$ cat src/rtl/inst_fetch.sv
// rtl/inst_fetch.sv - instruction fetch stage: one outstanding I-cache request, redirect handling, decode hand-off
module inst_fetch #(
    parameter logic [31:0] RESET_PC = 32'h0000_0000
) (
    input  logic        clk,
    input  logic        rst,
    output logic        to_cache_inst_req_valid,
    output logic [31:0] to_cache_inst_req_addr,
    input  logic        from_cache_inst_req_ready,
    input  logic        from_cache_rsp_valid,
    input  logic [31:0] from_cache_rsp_data,
    output logic        to_cache_rsp_ready,
    input  logic        redirect_valid,
    input  logic [31:0] redirect_pc,
    output logic        to_id_valid,
    output logic [31:0] to_id_pc,
    output logic [31:0] to_id_inst,
    input  logic        from_id_ready
);

    typedef enum logic [1:0] {
        INIT = 2'd0,
        REQ  = 2'd1,
        WAIT = 2'd2,
        HOLD = 2'd3
    } state_t;

    localparam logic [31:0] RESET_PC_ALIGNED = RESET_PC & ~32'h3;

    state_t      state;
    state_t      state_next;
    logic [31:0] pc;
    logic [31:0] pc_next;
    logic        discard;
    logic        discard_next;
    logic        capture;
    logic [31:0] redirect_target;

    assign redirect_target = redirect_pc & ~32'h3;

    always_ff @(posedge clk) begin
        if (rst) begin
            state <= INIT;
        end else begin
            state <= state_next;
        end
    end

    // Redirect is checked first in every branch so it always wins, except in INIT.
    always_comb begin
        state_next   = state;
        pc_next      = pc;
        discard_next = discard;
        capture      = 1'b0;
        case (state)
            INIT: begin
                state_next = REQ;
            end
            REQ: begin
                if (redirect_valid) begin
                    pc_next = redirect_target;
                end else if (from_cache_inst_req_ready) begin
                    state_next = WAIT;
                end
            end
            WAIT: begin
                if (from_cache_rsp_valid) begin
                    if (discard || redirect_valid) begin
                        discard_next = 1'b0;
                        state_next   = REQ;
                        if (redirect_valid) begin
                            pc_next = redirect_target;
                        end
                    end else begin
                        capture    = 1'b1;
                        state_next = HOLD;
                    end
                end else if (redirect_valid) begin
                    // The in-flight word belongs to the old path; drop it when it lands.
                    pc_next      = redirect_target;
                    discard_next = 1'b1;
                end
            end
            HOLD: begin
                if (redirect_valid) begin
                    pc_next    = redirect_target;
                    state_next = REQ;
                end else if (from_id_ready) begin
                    pc_next    = pc + 32'd4;
                    state_next = REQ;
                end
            end
            default: begin
                state_next = INIT;
            end
        endcase
    end

    always_ff @(posedge clk) begin
        if (rst) begin
            pc         <= RESET_PC_ALIGNED;
            discard    <= 1'b0;
            to_id_pc   <= 32'h0;
            to_id_inst <= 32'h0;
        end else begin
            pc      <= pc_next;
            discard <= discard_next;
            if (capture) begin
                to_id_inst <= from_cache_rsp_data;
                to_id_pc   <= pc;
            end
        end
    end

    // Valids are also gated by rst so nothing leaks out in the first reset cycle.
    always_comb begin
        to_cache_inst_req_addr  = pc;
        to_cache_inst_req_valid = ~rst & (state == REQ) & ~redirect_valid;
        to_cache_rsp_ready      = ~rst & (state == WAIT);
        to_id_valid             = ~rst & (state == HOLD) & ~redirect_valid;
    end

endmodule

$ cat config.mk
export PLATFORM = sky130hd
export DESIGN_NAME = inst_fetch
export DESIGN_NICKNAME = d
export VERILOG_FILES = /design/src/rtl/inst_fetch.sv
export SDC_FILE = /design/constraint.sdc
export NUM_CORES = 1
export LEC_CHECK = 0
export CAP_MARGIN = 5
export CORE_MARGIN = 2
export CORE_UTILIZATION = 40
export CTS_CLUSTER_DIAMETER = 200
export DETAILED_ROUTE_END_ITERATION = 7
export PLACE_DENSITY_LB_ADDON = 0.12
export SYNTH_ARGS = -nofsm -noshare
export SYNTH_HDL_FRONTEND = slang
export SYNTH_SLANG_ARGS = --single-unit
export TNS_END_PERCENT = 50
$ cat constraint.sdc
create_clock -name clk -period 2.3 [get_ports clk]
set_clock_uncertainty 0.05 [all_clocks]
set_input_delay 0.46 -clock clk [delete_from_list [all_inputs] [get_ports clk]]
set_output_delay 0.46 -clock clk [all_outputs]
set_load 0.01 [all_outputs]
# After elaboration in Yosys (flattened, before gate mapping)

Index checks and enable logic that the tools add are counted.
W data, S select, Z words.

Word-level logic and storage cells: 48
Output and inout port bits: 99
Input bits: 70
Register bits after elaboration: 99

Reductions and logical operators: 7
Add/sub/neg operators: 1
Muxes and demuxes: 19
Bitwise gates (word level): 7
Eq/ne operators: 9

Operator list:

| operator                | number |
|---|---|
| $mux W32                | 5 |
| $pmux W32 S3            | 1 |
| $add A32 B3 Y32 const B | 1 |
| $mux W2                 | 6 |
| $pmux W2 S4             | 1 |
| $mux W1                 | 6 |
| $ne A2 B2 Y1 const B    | 3 |
| $ne A3 B3 Y1 const B    | 2 |
| $reduce_and A3 Y1       | 2 |
| $and A1 B1 Y1           | 5 |
| $eq A2 B2 Y1 const B    | 2 |
| $reduce_and A4 Y1       | 1 |
| $reduce_bool A3 Y1      | 1 |
| $eq A2 B1 Y1 const B    | 1 |
| $logic_not A2 Y1        | 1 |
| $ne A2 B1 Y1 const B    | 1 |
| $not A1 Y1              | 2 |
| $reduce_bool A2 Y1      | 1 |
| $logic_or A1 B1 Y1      | 1 |

# Depth between registers and ports, before layout

Gate-level depths: netlist of the first run.

Depth in word-level cells: 4
Gate-level depth with buffers: 9
Gate-level depth less buffers: 7

# Worst setup path before layout of the first run

No wires, ideal clock.

Path type: register to register
Start point: reg state[0]
End point: reg pc[30], in the netlist to_cache_inst_req_addr[30]
Clock period less this slack: 2.091 ns
Stages on the path, launching flop included: 9
Required time: 2.110 ns
Path buffers: 2
Data arrival time: 1.900 ns
Library setup time: 0.140 ns
Slack: 0.209 ns
Cell sequence: dfxtp_1 -> inv_1 -> ha_1 -> nor4bb_1 -> buf_2 -> or3_1 -> buf_2 -> o311ai_0 -> o211ai_1

Longest elaborated chain between the ends: 3
Elaborated cells between the ends (all ways): 8
Those cells by class: 5 x eq/ne; 1 x mux; 2 x reduce/logical

Ends and longest elaborated chain:

| item                                                                       | line | RTL |
|---|---|---|
| start: declaration                                                         | 30   | `state_t state;` |
| start signal: assignment                                                   | 45   | `state <= state_next;` |
| $eq A2 B2 Y1 / $eq A2 B1 Y1 (equally long branches)                        | 55   | `case (state)` |
| $ne A3 B3 Y1 (no source line) / $reduce_bool A3 Y1 (equally long branches) | --   |  |
| $reduce_and A3 Y1 (no source line)                                         | --   |  |
| end signal: assignment                                                     | 106  | `pc <= pc_next;` |
| end: declaration                                                           | 32   | `logic [31:0] pc;` |

Several ways; a longest one is shown, not always the timed one.
A chain may end at the register's enable or synchronous reset.

# Final worst setup path of the first run

Start point: reg state[0]
End point: reg pc[16], in the netlist to_cache_inst_req_addr[16]

Same word-level chain as after synthesis.

==> results_dict.tcl, run 1 <==
set metrics [dict create \
    fp-row-count 37 \
    detail_route.first_pass.iterations 6 \
    holdCritPathClass "in2reg" \
    num_vias 4658 \
    final_max_slew_viols 0 \
    io_buffer_count 162 \
    reg2reg_slack_ns 0.1 \
    period_minus_slack_ns 2.203 \
    critPathKind "reg2reg" \
    core-area_sq_um 10370 \
    setup_tns_ns 0 \
    cp.required_ns 2.54 \
    grt.met1_usage_pct 29.46 \
    r2r-start "state[0]" \
    holdCritStartpoint "rst" \
    drv.max_cap_violation_count 0 \
    dr.first_iter.drc_count 390 \
    yosys.cell_types.count 55 \
    tritoncts "built" \
    design.die.area_sq_um 11570 \
    fill_cells 950 \
    ir_worst_vdd_v 0.0003788 \
    ioPinCount 169 \
    first_pass_grt_wire_length_microns 21440 \
    numClockSinks 95 \
    finalHoldViolCount 0 \
    synth.yosys.warnings 0 \
    post_synth.cell_area_avg_sq_um 7.703 \
    worst_skew_pair.late_latency_ns 0.37 \
    area_delta_synth_final_pct 52.76 \
    overflow 0 \
    first_global_vias 4456 \
    ys_seq_area_share_pct 44.33 \
    setup_viol 0 \
    floorplan.initialDensity_pct 41.37 \
    finalWeightedCongestion 0.9511 \
    synth_flop_cell "sky130_fd_sc_hd__dfxtp_1" \
    routed_wl_microns 13330 \
    status "finished clean" \
    crit_path_start_kind "flip-flop" \
    synth_edf_count 0 \
    layout_worst_path_cycle_share_pct 95.78 \
    end_kind "flip-flop" \
    buffer_depth_of_the_longest_clock_path 2 \
    grt_antenna_before_repair 0 \
    final_antenna_net_count 0 \
    num-nets-final 819 \
    synth-seq-cells 95 \
    number_of_design_rule_violations_left_after_detail_routing 0 \
    worstPathArrival_ns 2.45 \
    rsz0062_at_grt "no" \
    worst_hold_slack_ns 0.3659 \
    design_power_total_w 0.003728 \
    die_height_microns 107.6 \
    grt_max_degree 89 \
    timing.fmax_ghz 0.4539 \
    root_buffer_selected_by_cts "sky130_fd_sc_hd__clkbuf_8" \
    insertedDiodeCount 0 \
    cts_buffers 9 \
    worst-path-max-fanout 6 \
    final_layout_size_suffix_gt1_share_pct 11.23 \
    final_util_pct 63.20 \
    async_sr_flop_fraction_pct 0 \
    post-dp-hpwl_microns 9698 \
    die_wd_microns 107.6 \
    cts.reportedPaths.clkPinSlew_ns 0.09 \
    drt_via_density 5.269 \
    power.leakage_nw 2.296 \
    grt_util_all_layers_pct 23.12 \
    global_route.usage.met3_pct 5.569 \
    cts_max_level 3 \
    grtUsageMet2_pct 38.50 \
    global_route.peak_usage_layer "met2" \
    worstSetupStartpoint "state[0]" \
    netlist_instances 557 \
    pwr_density_cell_nw_per_um2 568.9 \
    routedWlPerCell_microns 15.08 \
    synth.cell_area_sq_um 4290 \
]
==> final timing paths <==
path | depth (start not counted) | endpoint
min | 2 | state[1]
min reg2reg | 2 | to_id_pc[10]
max reg2reg | 9 | to_cache_inst_req_addr[16]
max | 9 | to_cache_inst_req_addr[16]
==> cell usage after synthesis (2+ instances only) <==
| cell type | n | area share, % |
|---|---|---|
| sky130_fd_sc_hd__or3_1 | 4 | 0.58 |
| sky130_fd_sc_hd__nor2_1 | 32 | 2.8 |
| sky130_fd_sc_hd__nand3_1 | 12 | 1.4 |
| sky130_fd_sc_hd__o211ai_1 | 5 | 0.87 |
| sky130_fd_sc_hd__clkbuf_1 | 23 | 2.0 |
| sky130_fd_sc_hd__nor3_1 | 10 | 1.2 |
| sky130_fd_sc_hd__nand4_1 | 12 | 1.7 |
| sky130_fd_sc_hd__ha_1 | 5 | 1.5 |
| sky130_fd_sc_hd__nor4_1 | 3 | 0.44 |
| sky130_fd_sc_hd__a21oi_1 | 82 | 9.6 |
| sky130_fd_sc_hd__inv_1 | 4 | 0.35 |
| sky130_fd_sc_hd__nor4_4 | 2 | 0.99 |
| sky130_fd_sc_hd__a31oi_1 | 4 | 0.58 |
| sky130_fd_sc_hd__a22oi_1 | 4 | 0.70 |
| sky130_fd_sc_hd__nand2b_1 | 7 | 1.0 |
| sky130_fd_sc_hd__nor3b_1 | 2 | 0.35 |
| sky130_fd_sc_hd__and2_1 | 3 | 0.44 |
| sky130_fd_sc_hd__dfxtp_1 | 95 | 44 |
| sky130_fd_sc_hd__buf_2 | 8 | 0.93 |
| sky130_fd_sc_hd__buf_1 | 8 | 0.70 |
| sky130_fd_sc_hd__nor4b_1 | 2 | 0.41 |
| sky130_fd_sc_hd__or4_1 | 3 | 0.52 |
| sky130_fd_sc_hd__buf_4 | 4 | 0.70 |
| sky130_fd_sc_hd__and3_1 | 6 | 0.87 |
| sky130_fd_sc_hd__and4_1 | 2 | 0.41 |
| sky130_fd_sc_hd__nor2b_1 | 2 | 0.29 |
| sky130_fd_sc_hd__o21a_1 | 2 | 0.35 |
| sky130_fd_sc_hd__a211oi_1 | 11 | 1.9 |
| sky130_fd_sc_hd__a2111oi_0 | 3 | 0.61 |
| sky130_fd_sc_hd__o21ai_0 | 15 | 1.7 |
| sky130_fd_sc_hd__a311oi_1 | 6 | 1.2 |
| sky130_fd_sc_hd__o31ai_1 | 3 | 0.52 |
| sky130_fd_sc_hd__nand2_1 | 151 | 13 |
==> registers in the layout, summed over array words and instances (netlist names) <==
name,flops
to_id_inst,32
discard,1
to_cache_inst_req_addr,30
state,2
to_id_pc,30
==> timing repair <==
item,4_1_cts,5_1_grt
setup endpoints to repair,2,9
hold endpoints to repair,0,0
gates resized for setup,2,5
setup buffers,0,4
pin swaps,0,2
hold buffers,0,0
==> metrics by stage <==
step           instance area [sq um]  cells  worst slack [ns]
6_report                        6554    884           0.09704
3_3_place_gp                    6316    865           -0.1848
2_1_floorplan                   4302    560            0.2094
4_1_cts                         6511    880           0.01701
3_5_place_dp                    6316    865           -0.2191
5_1_grt                         6554    884           0.01349
==> final cells by class <==
cell class / count / area, sq um / share of cell area, %
Tap cell: 136 / 170.2 / 2.596
Clock inverter: 3 / 42.54 / 0.6491
Inverter: 4 / 15.01 / 0.2291
Multi-Input combinational cell: 418 / 2231 / 34.04
Timing Repair Buffer: 216 / 2037 / 31.08
Clock buffer: 12 / 155.1 / 2.367
Sequential cell: 95 / 1903 / 29.04
==> kinds of logic after synthesis <==
| kind of cell | count (synthesis) | share of synthesized area (%) |
|---|---|---|
| and+or+nand+nor | 260 | 28.41 |
| AOI/OAI and AO/OA | 148 | 20.76 |
| DFF | 95 | 44.33 |
| buffers and inverters | 47 | 4.695 |
| adders and majority gates | 5 | 1.458 |
| muxes | 1 | 0.2624 |
| other | 1 | 0.08741 |
==> critical path, stage by stage (launching register included) <==
cell	delay (ns)
sky130_fd_sc_hd__dfxtp_2	0.36
sky130_fd_sc_hd__inv_1	0.07
sky130_fd_sc_hd__ha_2	0.21
sky130_fd_sc_hd__nor4bb_4	0.18
sky130_fd_sc_hd__buf_4	0.14
sky130_fd_sc_hd__nor3_4	0.32
sky130_fd_sc_hd__buf_4	0.17
sky130_fd_sc_hd__nor2_1	0.03
sky130_fd_sc_hd__or4_1	0.46
sky130_fd_sc_hd__a31oi_1	0.15
==> power by group <==
group	total (W)	switching, W	internal [W]
Combinational	0.000808	0.000379	0.000429
Sequential	0.00181	0.0000837	0.00172
Clock	0.00111	0.000558	0.000555
==> per-layer routing <==
layer | vias to the layer above | share of wire (%)
met3 | 14 | 6.2
met5 | - | 0
met1 | 2172 | 44
met2 | 153 | 49
met4 | 0 | 1.3
li1 | 2319 | -
==> layout by cell type, fill, tap and decap left out, types with 3 or more instances in the layout <==
| cell | instances |
|---|---|
| sky130_fd_sc_hd__clkdlybuf4s50_1 | 158 |
| sky130_fd_sc_hd__nand2_1 | 150 |
| sky130_fd_sc_hd__dfxtp_1 | 94 |
| sky130_fd_sc_hd__a21oi_1 | 82 |
| sky130_fd_sc_hd__buf_4 | 54 |
| sky130_fd_sc_hd__nor2_1 | 32 |
| sky130_fd_sc_hd__o21ai_0 | 15 |
| sky130_fd_sc_hd__nand4_1 | 12 |
| sky130_fd_sc_hd__nand3_1 | 12 |
| sky130_fd_sc_hd__a211oi_1 | 11 |
| sky130_fd_sc_hd__clkbuf_8 | 11 |
| sky130_fd_sc_hd__nor3_1 | 10 |
| sky130_fd_sc_hd__nand2b_1 | 7 |
| sky130_fd_sc_hd__and3_1 | 6 |
| sky130_fd_sc_hd__a311oi_1 | 6 |
| sky130_fd_sc_hd__o211ai_1 | 5 |
| sky130_fd_sc_hd__inv_1 | 4 |
| sky130_fd_sc_hd__a22oi_1 | 4 |
| sky130_fd_sc_hd__a31oi_1 | 4 |
| sky130_fd_sc_hd__ha_1 | 4 |
| sky130_fd_sc_hd__conb_1 | 4 |
| sky130_fd_sc_hd__nor4_1 | 3 |
| sky130_fd_sc_hd__or4_1 | 3 |
| sky130_fd_sc_hd__and2_1 | 3 |
| sky130_fd_sc_hd__or3_1 | 3 |
| sky130_fd_sc_hd__o31ai_1 | 3 |
No activity file was read; power rests on OpenSTA's default activity.
==> run 2: changes to the inputs <==
PLACE_DENSITY = 0.75   (was unset)
PLACE_DENSITY_LB_ADDON = unset   (was 0.12)
==> results_dict.tcl, run 2 (synthesized netlist as in run 1, its figures left out) <==
set metrics [dict create \
    worstPathArrival_ns 2.37 \
    worst-path-max-fanout 9 \
    insertedDiodeCount 0 \
    grt_max_degree 84 \
    mostFrequentLayoutCells "sky130_fd_sc_hd__clkdlybuf4s50_1, sky130_fd_sc_hd__nand2_1, sky130_fd_sc_hd__dfxtp_1, sky130_fd_sc_hd__a21oi_1, sky130_fd_sc_hd__buf_4" \
    tritoncts "built" \
    final_max_slew_viols 0 \
    io_buffer_count 162 \
    num_vias 4721 \
    grt_antenna_before_repair 0 \
    core-area_sq_um 10370 \
    routed_wl_microns 13780 \
    reg2reg_slack_ns 0.13 \
    ir_worst_vdd_v 0.0002948 \
    end_kind "flip-flop" \
    cts.reportedPaths.clkPinSlew_ns 0.09 \
    cts_buffers 9 \
    die_wd_microns 107.6 \
    ioPinCount 169 \
    drt_via_density 5.402 \
    grt_util_all_layers_pct 23.65 \
    buffer_depth_of_the_longest_clock_path 2 \
    finalWeightedCongestion 0.8476 \
    timing.fmax_ghz 0.4603 \
    worst_skew_pair.late_latency_ns 0.38 \
    layout_worst_path_cycle_share_pct 94.46 \
    post-dp-hpwl_microns 9887 \
    detail_route.first_pass.iterations 5 \
    power.leakage_nw 2.246 \
    cts.repair_timing.setup_buffer_count 0 \
    fin_cells 874 \
    setup_tns_ns 0 \
    most_common_library_cell_in_the_layout_ignoring_fill_and_taps "sky130_fd_sc_hd__clkdlybuf4s50_1" \
    largest_register_ffs 32 \
    multi_input_comb_area_sq_um 2228 \
    drv.max_cap_violation_count 0 \
    floorplan.initialDensity_pct 41.37 \
    cts.hold.buffers_added 0 \
    status "finished clean" \
    overflow 0 \
    holdCritPathClass "in2reg" \
    first_pass_grt_wire_length_microns 21910 \
    seq_area_sq_um 1903 \
    routedWlPerCell_microns 15.76 \
    worst_hold_slack_ns 0.3340 \
    final_layout_size_suffix_gt1_share_pct 10.03 \
    max_flop_register "to_id_inst" \
    design_power_total_w 0.003737 \
    root_buffer_selected_by_cts "sky130_fd_sc_hd__clkbuf_8" \
    number_of_design_rule_violations_left_after_detail_routing 0 \
    finalHoldViolCount 0 \
    postCtsResizedCells 3 \
    numClockSinks 95 \
    fill_cells 947 \
    rsz0062_at_grt "no" \
    setup_viol 0 \
    pwr_density_cell_nw_per_um2 577.0 \
    slew-limit-headroom_pct 57.86 \
    design.die.area_sq_um 11570 \
    final_antenna_net_count 0 \
    cts_max_level 3 \
    cp.required_ns 2.50 \
    dr.first_iter.drc_count 271 \
    area_delta_synth_final_pct 50.98 \
    die_height_microns 107.6 \
    dpl.cell_count 858 \
    first_global_vias 4509 \
    period_minus_slack_ns 2.173 \
    critPathKind "reg2reg" \
    worst-slew-pin-transition_ns 0.6320 \
    num-nets-final 808 \
    fp-row-count 37 \
    crit_path_start_kind "flip-flop" \
]
## run 2: area by class of cell
cell class                      instances  share of cell area (%)
Multi-Input combinational cell        418                   34.40
Timing Repair Buffer                  205                   30.15
Sequential cell                        95                   29.38
Tap cell                              136                   2.627
Clock buffer                           11                   2.337
Clock inverter                          5                  0.8692
Inverter                                4                  0.2318
## run 2: worst max-delay path: stages, from the launching register on
cell                       delay, ns
sky130_fd_sc_hd__dfxtp_2        0.35
sky130_fd_sc_hd__inv_1          0.07
sky130_fd_sc_hd__ha_1           0.22
sky130_fd_sc_hd__nor4bb_4       0.35
sky130_fd_sc_hd__buf_4          0.17
sky130_fd_sc_hd__nor3_4         0.04
sky130_fd_sc_hd__buf_4          0.16
sky130_fd_sc_hd__buf_4          0.16
sky130_fd_sc_hd__and3_1         0.19
sky130_fd_sc_hd__a221oi_1       0.20
sky130_fd_sc_hd__a211oi_1       0.08
## run 2: stage by stage
stage / util [%] / setup WS (ns) / cell area (sq um)
floorplan: - / 0.2094 / 4302
global placement: 60.40 / -0.1653 / 6264
detailed placement: 60.40 / -0.2197 / 6264
CTS: 62.37 / 0.01150 / 6467
global route: 62.46 / 0.005578 / 6477
finish: 62.46 / 0.1273 / 6477
## run 2: worst paths after layout
check / from / end / cells past startpoint
hold reg to reg: to_id_inst[21] / to_id_inst[21] / 2
setup / recovery: state[0] / to_cache_inst_req_addr[25] / 10
hold / removal: rst / to_cache_inst_req_addr[28] / 2
setup reg to reg: state[0] / to_cache_inst_req_addr[25] / 10
## run 2: power by group
group / internal [W] / switching [W] / leakage [nW]
clock: 0.000560 / 0.000607 / 0.105
sequential: 0.00172 / 0.000106 / 0.769
combinational: 0.000395 / 0.000345 / 1.37
total: 0.00268 / 0.00106 / 2.25
## run 2: layer usage
layer  part of all wire [%]  vias to the layer above  global-route usage [%]
li1                       -                     2296                       -
met1                     42                     2216                   30.00
met2                     50                      176                   39.80
met3                    4.8                       33                   3.571
met4                    3.1                        0                   10.16
met5                      0                        -                       0
==> run 3: changes to the inputs <==
SLEW_MARGIN = 20   (was unset)
==> results of run 3 <==
No change in the layout: final DEF, timing and power equal those of run 2.
